===== src/rtl/dt_pkg.sv =====
// dt_pkg: shared widths, requester-id width helper and arbiter state encoding
package dt_pkg;
    localparam int DT_ADDR_W = 14;
    localparam int DT_DATA_W = 8;
    localparam int DT_IMG_W = 128;
    typedef enum logic {ARB_IDLE, ARB_OWNED} arb_state_t;
    function automatic int req_id_w(input int n);
        return (n > 1) ? $clog2(n) : 1;
    endfunction
endpackage


===== src/rtl/dt_rr_pick.sv =====
// dt_rr_pick: first set request at or after the pointer, wrapping, as one-hot plus index
module dt_rr_pick #(
    parameter int N_REQ = 3,
    parameter int IW = 2
) (
    input  logic [N_REQ-1:0] req,
    input  logic [IW-1:0]    ptr,
    output logic [N_REQ-1:0] gnt,
    output logic [IW-1:0]    idx
);
    always_comb begin
        int j;
        j = 0;
        gnt = '0;
        idx = '0;
        for (int k = N_REQ - 1; k >= 0; k--) begin
            j = int'(ptr) + k;
            j = (j >= N_REQ) ? j - N_REQ : j;
            if (|(req & (N_REQ'(1) << j))) begin
                gnt = N_REQ'(1) << j;
                idx = IW'(j);
            end
        end
    end
endmodule


===== src/rtl/dt_res_port_arbiter.sv =====
// dt_res_port_arbiter: round-robin arbiter with lock for the single-port result RAM
module dt_res_port_arbiter
    import dt_pkg::*;
#(
    parameter int N_REQ = 3,
    parameter int RD_LAT = 1,
    parameter int MAX_LOCK = 8
) (
    input  logic                       clk,
    input  logic                       reset,
    input  logic [N_REQ-1:0]           req,
    input  logic [N_REQ-1:0]           lock,
    input  logic [N_REQ-1:0]           wr,
    input  logic [N_REQ*DT_ADDR_W-1:0] addr,
    input  logic [N_REQ*DT_DATA_W-1:0] wdata,
    output logic [N_REQ-1:0]           gnt,
    output logic [N_REQ-1:0]           rvalid,
    output logic [DT_DATA_W-1:0]       rdata,
    output logic                       res_rd,
    output logic                       res_wr,
    output logic [DT_ADDR_W-1:0]       res_addr,
    output logic [DT_DATA_W-1:0]       res_do,
    input  logic [DT_DATA_W-1:0]       res_di,
    output logic                       lock_abort
);
    localparam int IW = req_id_w(N_REQ);
    localparam int CW = $clog2(MAX_LOCK + 1);
    arb_state_t state;
    logic [IW-1:0] owner, ptr, pick_idx, win;
    logic [CW-1:0] cnt;
    logic [N_REQ-1:0] pick_gnt, own_oh, acc;
    logic win_wr, win_lock, own_lock;
    logic [RD_LAT:0] tag_vld;
    logic [IW-1:0] tag_id [RD_LAT+1];
    dt_rr_pick #(.N_REQ(N_REQ), .IW(IW)) u_pick (
        .req(req),
        .ptr(ptr),
        .gnt(pick_gnt),
        .idx(pick_idx)
    );
    // an owner keeps the grant even in cycles where it issues nothing
    assign own_oh = N_REQ'(1) << owner;
    assign gnt = reset ? '0 : (state == ARB_OWNED) ? own_oh : pick_gnt;
    assign acc = gnt & req;
    assign win = (state == ARB_OWNED) ? owner : pick_idx;
    assign win_wr = |(wr & acc);
    assign win_lock = |(lock & acc);
    assign own_lock = |(lock & own_oh);
    always_ff @(posedge clk) begin
        if (reset) begin
            state <= ARB_IDLE;
            owner <= '0;
            ptr <= '0;
            cnt <= '0;
            res_rd <= 1'b0;
            res_wr <= 1'b0;
            res_addr <= '0;
            res_do <= '0;
            lock_abort <= 1'b0;
            rvalid <= '0;
            rdata <= '0;
            tag_vld <= '0;
            for (int k = 0; k <= RD_LAT; k++) tag_id[k] <= '0;
        end else begin
            res_rd <= |acc & ~win_wr;
            res_wr <= |acc & win_wr;
            if (|acc) begin
                res_addr <= addr[DT_ADDR_W*int'(win) +: DT_ADDR_W];
                res_do <= wdata[DT_DATA_W*int'(win) +: DT_DATA_W];
            end
            tag_vld <= {tag_vld[RD_LAT-1:0], |acc & ~win_wr};
            tag_id[0] <= win;
            for (int k = 1; k <= RD_LAT; k++) tag_id[k] <= tag_id[k-1];
            rvalid <= tag_vld[RD_LAT] ? N_REQ'(1) << tag_id[RD_LAT] : '0;
            if (tag_vld[RD_LAT]) rdata <= res_di;
            lock_abort <= 1'b0;
            if (state == ARB_IDLE) begin
                if (|acc) begin
                    ptr <= (pick_idx == IW'(N_REQ - 1)) ? '0 : pick_idx + 1'b1;
                    if (win_lock) begin
                        state <= ARB_OWNED;
                        owner <= pick_idx;
                        cnt <= CW'(1);
                    end
                end
            end else if (!own_lock) begin
                state <= ARB_IDLE;
            end else if (cnt == CW'(MAX_LOCK - 1)) begin
                state <= ARB_IDLE;
                lock_abort <= 1'b1;
            end else begin
                cnt <= cnt + 1'b1;
            end
        end
    end
endmodule

===== config.mk =====
export PLATFORM = sky130hd
export DESIGN_NAME = dt_res_port_arbiter
export DESIGN_NICKNAME = d
export VERILOG_FILES = /design/src/rtl/dt_pkg.sv /design/src/rtl/dt_rr_pick.sv /design/src/rtl/dt_res_port_arbiter.sv
export SDC_FILE = /design/constraint.sdc
export NUM_CORES = 1
export LEC_CHECK = 0
export CAP_MARGIN = 20
export CORE_ASPECT_RATIO = 0.75
export CORE_MARGIN = 10
export CORE_UTILIZATION = 30
export DETAILED_ROUTE_END_ITERATION = 8
export HOLD_SLACK_MARGIN = 0.06
export MAX_ROUTING_LAYER = met4
export SLEW_MARGIN = 15
export SYNTH_ARGS = -nofsm -noshare
export SYNTH_HDL_FRONTEND = slang
export SYNTH_HIERARCHICAL = 1
export SYNTH_SLANG_ARGS = --single-unit

===== constraint.sdc =====
create_clock -name clk -period 6.9 [get_ports clk]
set_clock_uncertainty 0.1 [all_clocks]
set_input_delay 1.38 -clock clk [delete_from_list [all_inputs] [get_ports clk]]
set_output_delay 1.38 -clock clk [all_outputs]
set_load 0.03 [all_outputs]

# Word-level counts from Yosys, hierarchy flattened
# Memories as Yosys holds them, arrays and structs flattened.
# Cells that the tools add are included.
dict set report classes {
  eq_ne 4
  n_mux 29
  bitwise 15
  magnitude_cmp 3
  n_addsub 7
  reduce_logical 14
  n_div 0
  shift 7
  n_mul 1
}
# op n
set op_table {}
lappend op_table {{32-bit 2-to-1 mux} 3}
lappend op_table {{1-bit by 32-bit << shifter with 3-bit output (first input constant)} 3}
lappend op_table {{32-bit by 3-bit >= comparator with 1-bit output (second input constant)} 2}
lappend op_table {{32-bit by 3-bit subtractor with 32-bit output (second input constant)} 2}
lappend op_table {{42-bit by 7-bit variable part select with 14-bit output} 1}
lappend op_table {{3-bit OR reduction} 8}
lappend op_table {{24-bit by 6-bit variable part select with 8-bit output} 1}
lappend op_table {{3-bit bitwise AND} 7}
lappend op_table {{4-bit 2-to-1 mux} 5}
lappend op_table {{3-bit 2-to-1 mux} 5}
lappend op_table {{2-bit 2-to-1 mux} 7}
lappend op_table {{1-bit 2-to-1 mux} 9}
lappend op_table {{1-bit by 2-bit << shifter with 3-bit output (first input constant)} 2}
lappend op_table {{3-bit by 2-bit multiplier with 5-bit output (first input constant)} 1}
lappend op_table {{4-bit by 1-bit adder with 4-bit output (second input constant)} 1}
lappend op_table {{4-bit by 3-bit == test with 1-bit output (second input constant)} 1}
lappend op_table {{1-bit inverter} 4}
lappend op_table {{4-bit AND reduction} 1}
lappend op_table {{2-bit nonzero test} 2}
lappend op_table {{2-bit by 1-bit adder with 3-bit output (second input constant)} 1}
lappend op_table {{2-bit by 2-bit adder with 3-bit output (second input constant)} 1}
lappend op_table {{3-bit AND reduction} 1}
lappend op_table {{2-bit by 2-bit subtractor with 3-bit output (second input constant)} 1}
lappend op_table {{2-bit by 1-bit adder with 2-bit output (second input constant)} 1}
lappend op_table {{8 further kinds} 10}
dict set report word_totals {
  mem_bits_rw 4
  in_bits 85
  mem_count 1
  latchBits 0
  romBits 0
  word_cells 93
  regBits 47
  out_inout_bits 39
}
# name words word_bits rd rd_clocked_by_memory_dff write_ports line_no
set memory_table {}
lappend memory_table {tag_id 2 2 2 0 2 dt_res_port_arbiter.sv:34} ;# logic [IW-1:0] tag_id [RD_LAT+1];

# Longest topological paths before layout
# Gate-level depths: netlist of run 1.
dict set report depth {
  ltp_word 17
  depth_mapped 13
  mapped_depth_nobuf 11
}

# Hierarchy
# The synthesis of run 1 kept the hierarchy.
# mod seq_area_each_um2 cells_each n_inst area_per_inst_um2
set by_module_without_submodules {}
lappend by_module_without_submodules {dt_res_port_arbiter 1001.0 269 1 2608.8}
lappend by_module_without_submodules {dt_rr_pick 0.0 38 1 261.5}

# Least setup slack after synthesis of run 1
# No wires, ideal clock.
dict set report synth_path {
  kind {input-to-output}
  start {input req[1]}
  end {output gnt[1]}
  required_ns 5.420
  n_path_buf 1
  slack_ns 2.693
  path_stages 7
  t_arrival_ns 2.727
  path_cell_list {clkbuf_2 > a222oi_1 > or2_1 > a21oi_2 > nor2_1 > nor3b_2 > or2_1}
}
dict set report synth_via {
  elab_chain_cells 7
  word_cells_on_any_way 11
  classes_between {mux: 5; bitwise: 3; reduce/logical: 3}
}
# item line_no
set synth_lines {}
lappend synth_lines {{start, declared} dt_res_port_arbiter.sv:11} ;# input logic [N_REQ-1:0] req,
lappend synth_lines {{3-bit bitwise AND} dt_rr_pick.sv:19} ;# if (|(req & (N_REQ'(1) << j))) begin
lappend synth_lines {{3-bit OR reduction} dt_rr_pick.sv:19}
lappend synth_lines {{3-bit 2-to-1 mux (2 in a row)} dt_rr_pick.sv:19}
lappend synth_lines {{3-bit 2-to-1 mux (*)} dt_rr_pick.sv:19}
lappend synth_lines {{via pick_gnt[1]} dt_res_port_arbiter.sv:31} ;# logic [N_REQ-1:0] pick_gnt, own_oh, acc;
lappend synth_lines {{3-bit 2-to-1 mux (*) (2 in a row)} dt_res_port_arbiter.sv:43} ;# assign gnt = reset ? '0 : (state == ARB_OWNED) ? own_oh : pick_gnt;
lappend synth_lines {{end, declared} dt_res_port_arbiter.sv:16} ;# output logic [N_REQ-1:0] gnt,
# The timed path passes the listed nets; every way through them passes the cells marked *.

# Final worst setup path of run 1
# Ends and elaborated chain as after synthesis.

==> results of run 1 <==
report_power, final:
group,leakage (uW),switching [uW],internal (uW)
combinational,0.00111,737,535
sequential,0.000409,59.4,384
clock,0.0000940,105,208
area by class of cell:
class | count | area, sq um | share of cell area [%]
Clock inverter | 3 | 68.8 | 1.59
Inverter | 4 | 15.0 | 0.346
Timing Repair Buffer | 126 | 1260 | 29.0
Tap cell | 128 | 160 | 3.69
Clock buffer | 5 | 125 | 2.88
Sequential cell | 50 | 1000 | 23.1
Multi-Input combinational cell | 230 | 1710 | 39.4
layer usage:
layer | track usage, % | wire, um | vias up
met5 | - | 0 | -
met4 | 2.35 | 38 | 0
met3 | 5.17 | 744 | 5
met2 | 17.5 | 3620 | 94
met1 | 15.1 | 3960 | 1183
li1 | - | - | 1325
worst max-delay path by stage:
stage | slack [ns] | from | to | depth (start not counted)
floorplan | 2.69 | req[1] | gnt[1] | 7
global placement | 1.52 | req[1] | gnt[1] | 8
detailed placement | 1.51 | req[1] | gnt[1] | 8
CTS | 1.50 | req[1] | gnt[1] | 8
global route | 1.26 | req[1] | gnt[1] | 8
finish | 1.49 | req[1] | gnt[1] | 8
layout by cell type, fill, tap and decap left out, types with 2 or more instances in the layout:
master	count
dfxtp_1	50
a211oi_1	4
or2_1	2
and4bb_2	3
a211oi_2	20
a221o_1	2
and3b_1	2
or2_2	2
bufinv_16	2
inv_1	4
a21oi_2	2
a222oi_1	2
ha_1	5
mux2i_1	35
o21ai_1	3
nand2_1	5
nand2b_1	3
nor2b_1	10
o211ai_1	3
clkdlybuf4s50_1	122
o21ai_0	5
buf_4	2
nand3_1	3
a22o_1	2
nor4bb_1	2
clkbuf_16	5
nor2_1	62
a21oi_1	29
nor3b_2	3
cells by family after synthesis:
kind of cell / synth area share, %
AO/OA/AOI/OAI: 23.0
adder cells (fa/ha/maj): 2.18
buffers and inverters: 5.54
flip-flops: 34.9
multiplexers: 13.4
AND/OR/NAND/NOR: 21.1
worst max-delay path: cells and delay by family:
family / cells / cell delay (ns)
buf+inv: 2 / 1.28
compound gates: 2 / 0.55
simple gates: 4 / 0.71
flip-flops by register name, indices dropped and copies added (netlist names):
name	cells
rvalid	3
res_wr	1
tag_id	4
ptr	2
res_addr	14
cnt	4
state	1
tag_vld	2
res_do	8
owner	2
lock_abort	1
rdata	8
per-stage QoR:
stage	cell area, sq um	hold WS [ns]	utilization, %	power, uW	std cells
finish	4340	0.345	47.2	2030	546
global route	4340	0.354	47.2	2200	546
CTS	4320	0.345	47.0	2050	545
detailed placement	4130	0.327	44.9	1720	537
global placement	4130	0.322	44.9	1710	537
floorplan	2870	0.314	-	1380	307
==> summary.md, run 1 <==
| Metric | Value |
|---|---|
| Outcome | completed |
| Crit-path slowest cell | clkdlybuf4s50_1 |
| Drt first pass iters | 4 |
| Relative slew slack | 48.0% |
| Crit-path max cell delay | 0.67 ns |
| H-tree Lvls | 2 |
| First-pass GRT wire length | 13700 um |
| Post-synth top area share | 34.9% |
| Worst-Skew Late Latency | 0.28 ns |
| CP max FO | 12 |
| CTS tree | yes |
| HP Class | flip-flop to flip-flop |
| Slew of the pin with the lowest slew margin | 0.780 ns |
| P&R area growth vs syn | 51.3% |
| Avg Cell Area, Syn | 9.35 sq um |
| Fraction of registers with async set/reset | 0% |
| Hpwl dp | 6460 um |
| Core ar. | 9200 sq um |
| Max Clk Rate | 0.185 GHz |
| VDD IR max | 0.221 mV |
| Die width | 133 um |
| Initial antenna violation count | 0 |
| Post-CTS Hold Fix Bufs | 0 |
| Clk slew on worst S/H paths | 0.07 ns |
| I/O pins | 124 |
| Initial Util | 31.2% |
| R2r endpoint | res_addr[13]$_SDFFE_PP0P_ |
| Synthesized flop and latch total | 50 |
| Antenna Nets Post-Route | 0 |
| Worst hold stages | 1 |
| Largest cells by area after synthesis | dfxtp_1 (35%), mux2i_1 (12%), a211oi_2 (8.7%) |
| RSZ-0062 raised after global routing | no |
| Post-synth net total | 397 |
| Critical Path End Type | primary output |
| Fillers | 907 |
| Post-cts sizing count | 0 |
| Setup TNS | 0 ns |
| DIE AREA | 13900 sq um |
| Synth area leader | dfxtp_1 |
| Reg2reg setup slack | 3.17 ns |
| Sequential area share after synthesis | 34.9% |
| CP arrival | 3.93 ns |
| Power Density | 467 nW/um^2 |
| Root Driver | clkbuf_16 |
| Number of global-route vias before repair | 2721 |
| Min Tclk post-route | 5.41 ns |
| CP Launch Type | input port |
| Total length of routed wires | 8350 um |
| Worst r2r src | ptr[0]$_SDFFE_PP0P_ |
| Worst hold start | tag_id[0][1]$_SDFF_PP0_ |
| Routed vias | 2607 |
| WL/cell | 15.3 um |
| Main synth FF type | dfxtp_1 |
| Leak Pwr | 0.00161 uW |
| Fin crit share | 78.4% |
| Yosys warns | 6 |
| EDFF count, synth | 0 |
| Max clock buf depth | 2 |
| Post-placement worst setup slack | 1.51 ns |
| Num CTS Buffers | 5 |
| Largest net degree at the start of global routing | 46 |
| Via/cell ratio | 4.77 |
| Slew Viols, Final | 0 |
| Port Buf Inserts | 123 |
| Final-report setup violation count | 0 |
| Layout cells sized above 1 | 12.7% |
| Fin worst setup slack | 1.49 ns |
| Reg2Reg Depth | 11 |
| Gr usage total | 12.0% |
| Clk sinks | 50 |
| Most frequent cell after synthesis | nor2_1 |
| DRC Markers | 0 |
| Synth cell count leaders | nor2_1 (62), dfxtp_1 (50), mux2i_1 (35), a21oi_1 (29), a211oi_2 (20) |
| Kind of critical path | input port to primary output |
| Syn Inst Count | 307 |
| CP Cell Sequence | clkdlybuf4s50_1 > a222oi_1 > or2_1 > a21oi_2 > nor2_1 > nor3b_2 > or2_1 > clkdlybuf4s50_1 |
| GRT overflow | 0 |
| N_diodes | 0 |
| Die Y | 105 um |
| RePlAce Congestion | 0.758 |
| Final hold violation count | 0 |
| Iter 0 DRT Violations | 82 |
| Rows | 30 |
| Min-Delay Endpoint | tag_id[0][3]$_SDFF_PP0_ |
| Synth Cell Area | 2870 sq um |
| Net count reported at finish | 507 |
| Req. time, crit path | 5.42 ns |
| Setup Buffers After CTS | 0 |
| Max cap viols | 0 |
| Distinct cells, synth | 52 |
Power figures use the tool's default switching activity.
==> run 2: changes to the inputs <==
- clock period: 6.9 -> 4.4 ns (I/O delays scaled with it)
==> run 2 against run 1 <==
Die area unchanged; worst hold slack got worse by 0.0050 ns; sequential share of layout area shrank 0.23 points; largest cell class unchanged; clock-buffer cell count unchanged; sequential power grew 56%; design area up 1.0%; clock power up 40%; highest routed layer unchanged.
==> summary.md, run 2 (same netlist as run 1, synthesis figures left out) <==
| Metric | Value |
|---|---|
| Port Buf Inserts | 123 (unchanged) |
| Most flop-heavy register | res_addr |
| Largest net degree at the start of global routing | 46 (unchanged) |
| First-pass GRT wire length | 13700 um (-0.10%) |
| Switching power total | 1450 uW (+61%) |
| Die Y | 105 um (unchanged) |
| CP max FO | 9 (-3) |
| I/O pins | 124 (unchanged) |
| Routed vias | 2631 (+0.92%) |
| Leak Pwr | 0.00168 uW (+4.3%) |
| Most frequent cells in the layout | clkdlybuf4s50_1 (119), nor2_1 (62), dfxtp_1 (50) |
| Initial antenna violation count | 0 (unchanged) |
| Initial Util | 31.2% (unchanged) |
| Setup TNS | 0 ns (unchanged) |
| Outcome | completed |
| Die width | 133 um (unchanged) |
| Relative slew slack | 57.1% (+9.1 points) |
| Num CTS Buffers | 5 (unchanged) |
| Clk slew on worst S/H paths | 0.07 ns (about the same) |
| Switching Share | 45.1% (+0.69 points) |
| DIE AREA | 13900 sq um (unchanged) |
| Gr usage total | 12.1% (+0.090 points) |
| Iter 0 DRT Violations | 154 (+88%) |
| Slew of the pin with the lowest slew margin | 0.642 ns (-0.138 ns) |
| Comb power frac | 64.8% (+2.1 points) |
| Final-report setup violation count | 0 (unchanged) |
| Core ar. | 9200 sq um (unchanged) |
| Root Driver | clkbuf_16 |
| Min Tclk post-route | 3.96 ns |
| Commonest non-fill, non-tap cell in the layout | clkdlybuf4s50_1 |
| P&R area growth vs syn | 52.8% |
| DRC Markers | 0 (unchanged) |
| RSZ-0062 raised after global routing | no |
| Slew Viols, Final | 0 (unchanged) |
| CTS tree | yes |
| CP Launch Type | input port |
| Power Density | 731 nW/um^2 (+57%) |
| Biggest regs | res_addr: 14 flops, rdata: 8 flops, res_do: 8 flops |
| Final hold violation count | 0 (unchanged) |
| Hpwl dp | 6770 um (+4.9%) |
| CP arrival | 2.98 ns (-0.95 ns) |
| GRT overflow | 0 (unchanged) |
| VDD IR max | 0.329 mV (+49%) |
| Max cap viols | 0 (unchanged) |
| Setup Buffers After CTS | 0 (unchanged) |
| Kind of critical path | input port to primary output |
| Max Clk Rate | 0.252 GHz |
| Critical Path End Type | primary output |
| Number of global-route vias before repair | 2699 (-0.81%) |
| WL/cell | 15.7 um (+2.4%) |
| Final hold slack | 0.340 ns (-0.00501 ns) |
| Worst-Skew Late Latency | 0.28 ns (about the same) |
| Sequential Power Share | 21.5% (-0.3 points) |
| Req. time, crit path | 3.42 ns (-2.00 ns) |
| Internal Power | 1760 uW (+56%) |
| HP Class | flip-flop to flip-flop |
| Max reg flops | 14 (unchanged) |
| RePlAce Congestion | 0.800 (+5.4%) |
| Drt first pass iters | 6 (+2) |
| Fin crit share | 90.0% |
| Max clock buf depth | 2 (unchanged) |
| H-tree Lvls | 2 (unchanged) |
| Total length of routed wires | 8680 um (+3.9%) |
| Clock share of power | 13.7% (-1.8 points) |
| Clk sinks | 50 (unchanged) |
| Rows | 30 (unchanged) |
| Antenna Nets Post-Route | 0 (unchanged) |
| Net count reported at finish | 515 (+1.6%) |
| N_diodes | 0 (unchanged) |
| Via/cell ratio | 4.75 (-0.54%) |
| Layout cells sized above 1 | 14.3% (+1.6 points) |
## run 2: cell type report
| cell class | instances | area, sq um |
|---|---|---|
| Clock buffer | 5 | 125 |
| Fill cell | 894 | 4810 |
| Sequential cell | 50 | 1000 |
| Tap cell | 128 | 160 |
| Timing Repair Buffer | 134 | 1330 |
| Inverter | 4 | 15.0 |
| Multi-Input combinational cell | 230 | 1710 |
| Clock inverter | 3 | 45.0 |
## run 2: routing by layer
layer  vias to the layer above  track usage, %  part of all wire, %
met5                         -               -                    0
met4                         0            2.27                 0.28
met3                         2            5.50                  8.9
met2                       107            17.5                   43
met1                      1181            15.2                   48
li1                       1341               -                    -
## run 2: power groups by stage
stage	logic [uW]	registers, uW	clock network (uW)
2_1_floorplan	1250	922	0
3_3_place_gp	2090	695	0
3_5_place_dp	2090	702	0
4_1_cts	2100	693	454
5_1_grt	2270	711	475
6_report	2080	690	439
## run 2: worst max-delay path: stages
cell	delay [ns]
clkdlybuf4s50_1	0.56
a222oi_1	0.47
mux2i_1	0.24
o21ai_1	0.08
nor3b_2	0.17
or2_2	0.33
dlymetal6s2s_1	0.25
## run 2: repair_timing
action | CTS | global route
gates resized for setup | 0 | 3
setup endpoints to repair | 0 | 3
hold buffers | 0 | 0
hold endpoints to repair | 0 | 0
## run 2: path summary, 6_finish.rpt
kind	start	to	slack (ns)	cells past startpoint
max reg2reg	ptr[0]$_SDFFE_PP0P_	res_addr[12]$_SDFFE_PP0P_	1.07	12
max	req[1]	gnt[0]	0.44	7
min	tag_id[0][2]$_SDFF_PP0_	rvalid[2]$_SDFF_PP0_	0.34	1
min reg2reg	tag_id[0][2]$_SDFF_PP0_	rvalid[2]$_SDFF_PP0_	0.34	1
## run 2: through the flow
stage / total power (uW) / worst slack [ns] / utilization [%] / instances / instance area [sq um]
2_1_floorplan: 2170 / 1.19 / - / 307 / 2870
3_3_place_gp: 2780 / 0.132 / 45.8 / 546 / 4210
3_5_place_dp: 2790 / 0.0932 / 45.8 / 546 / 4210
4_1_cts: 3250 / 0.0830 / 47.6 / 554 / 4380
5_1_grt: 3460 / 0.290 / 47.7 / 554 / 4390
6_report: 3210 / 0.439 / 47.7 / 554 / 4390
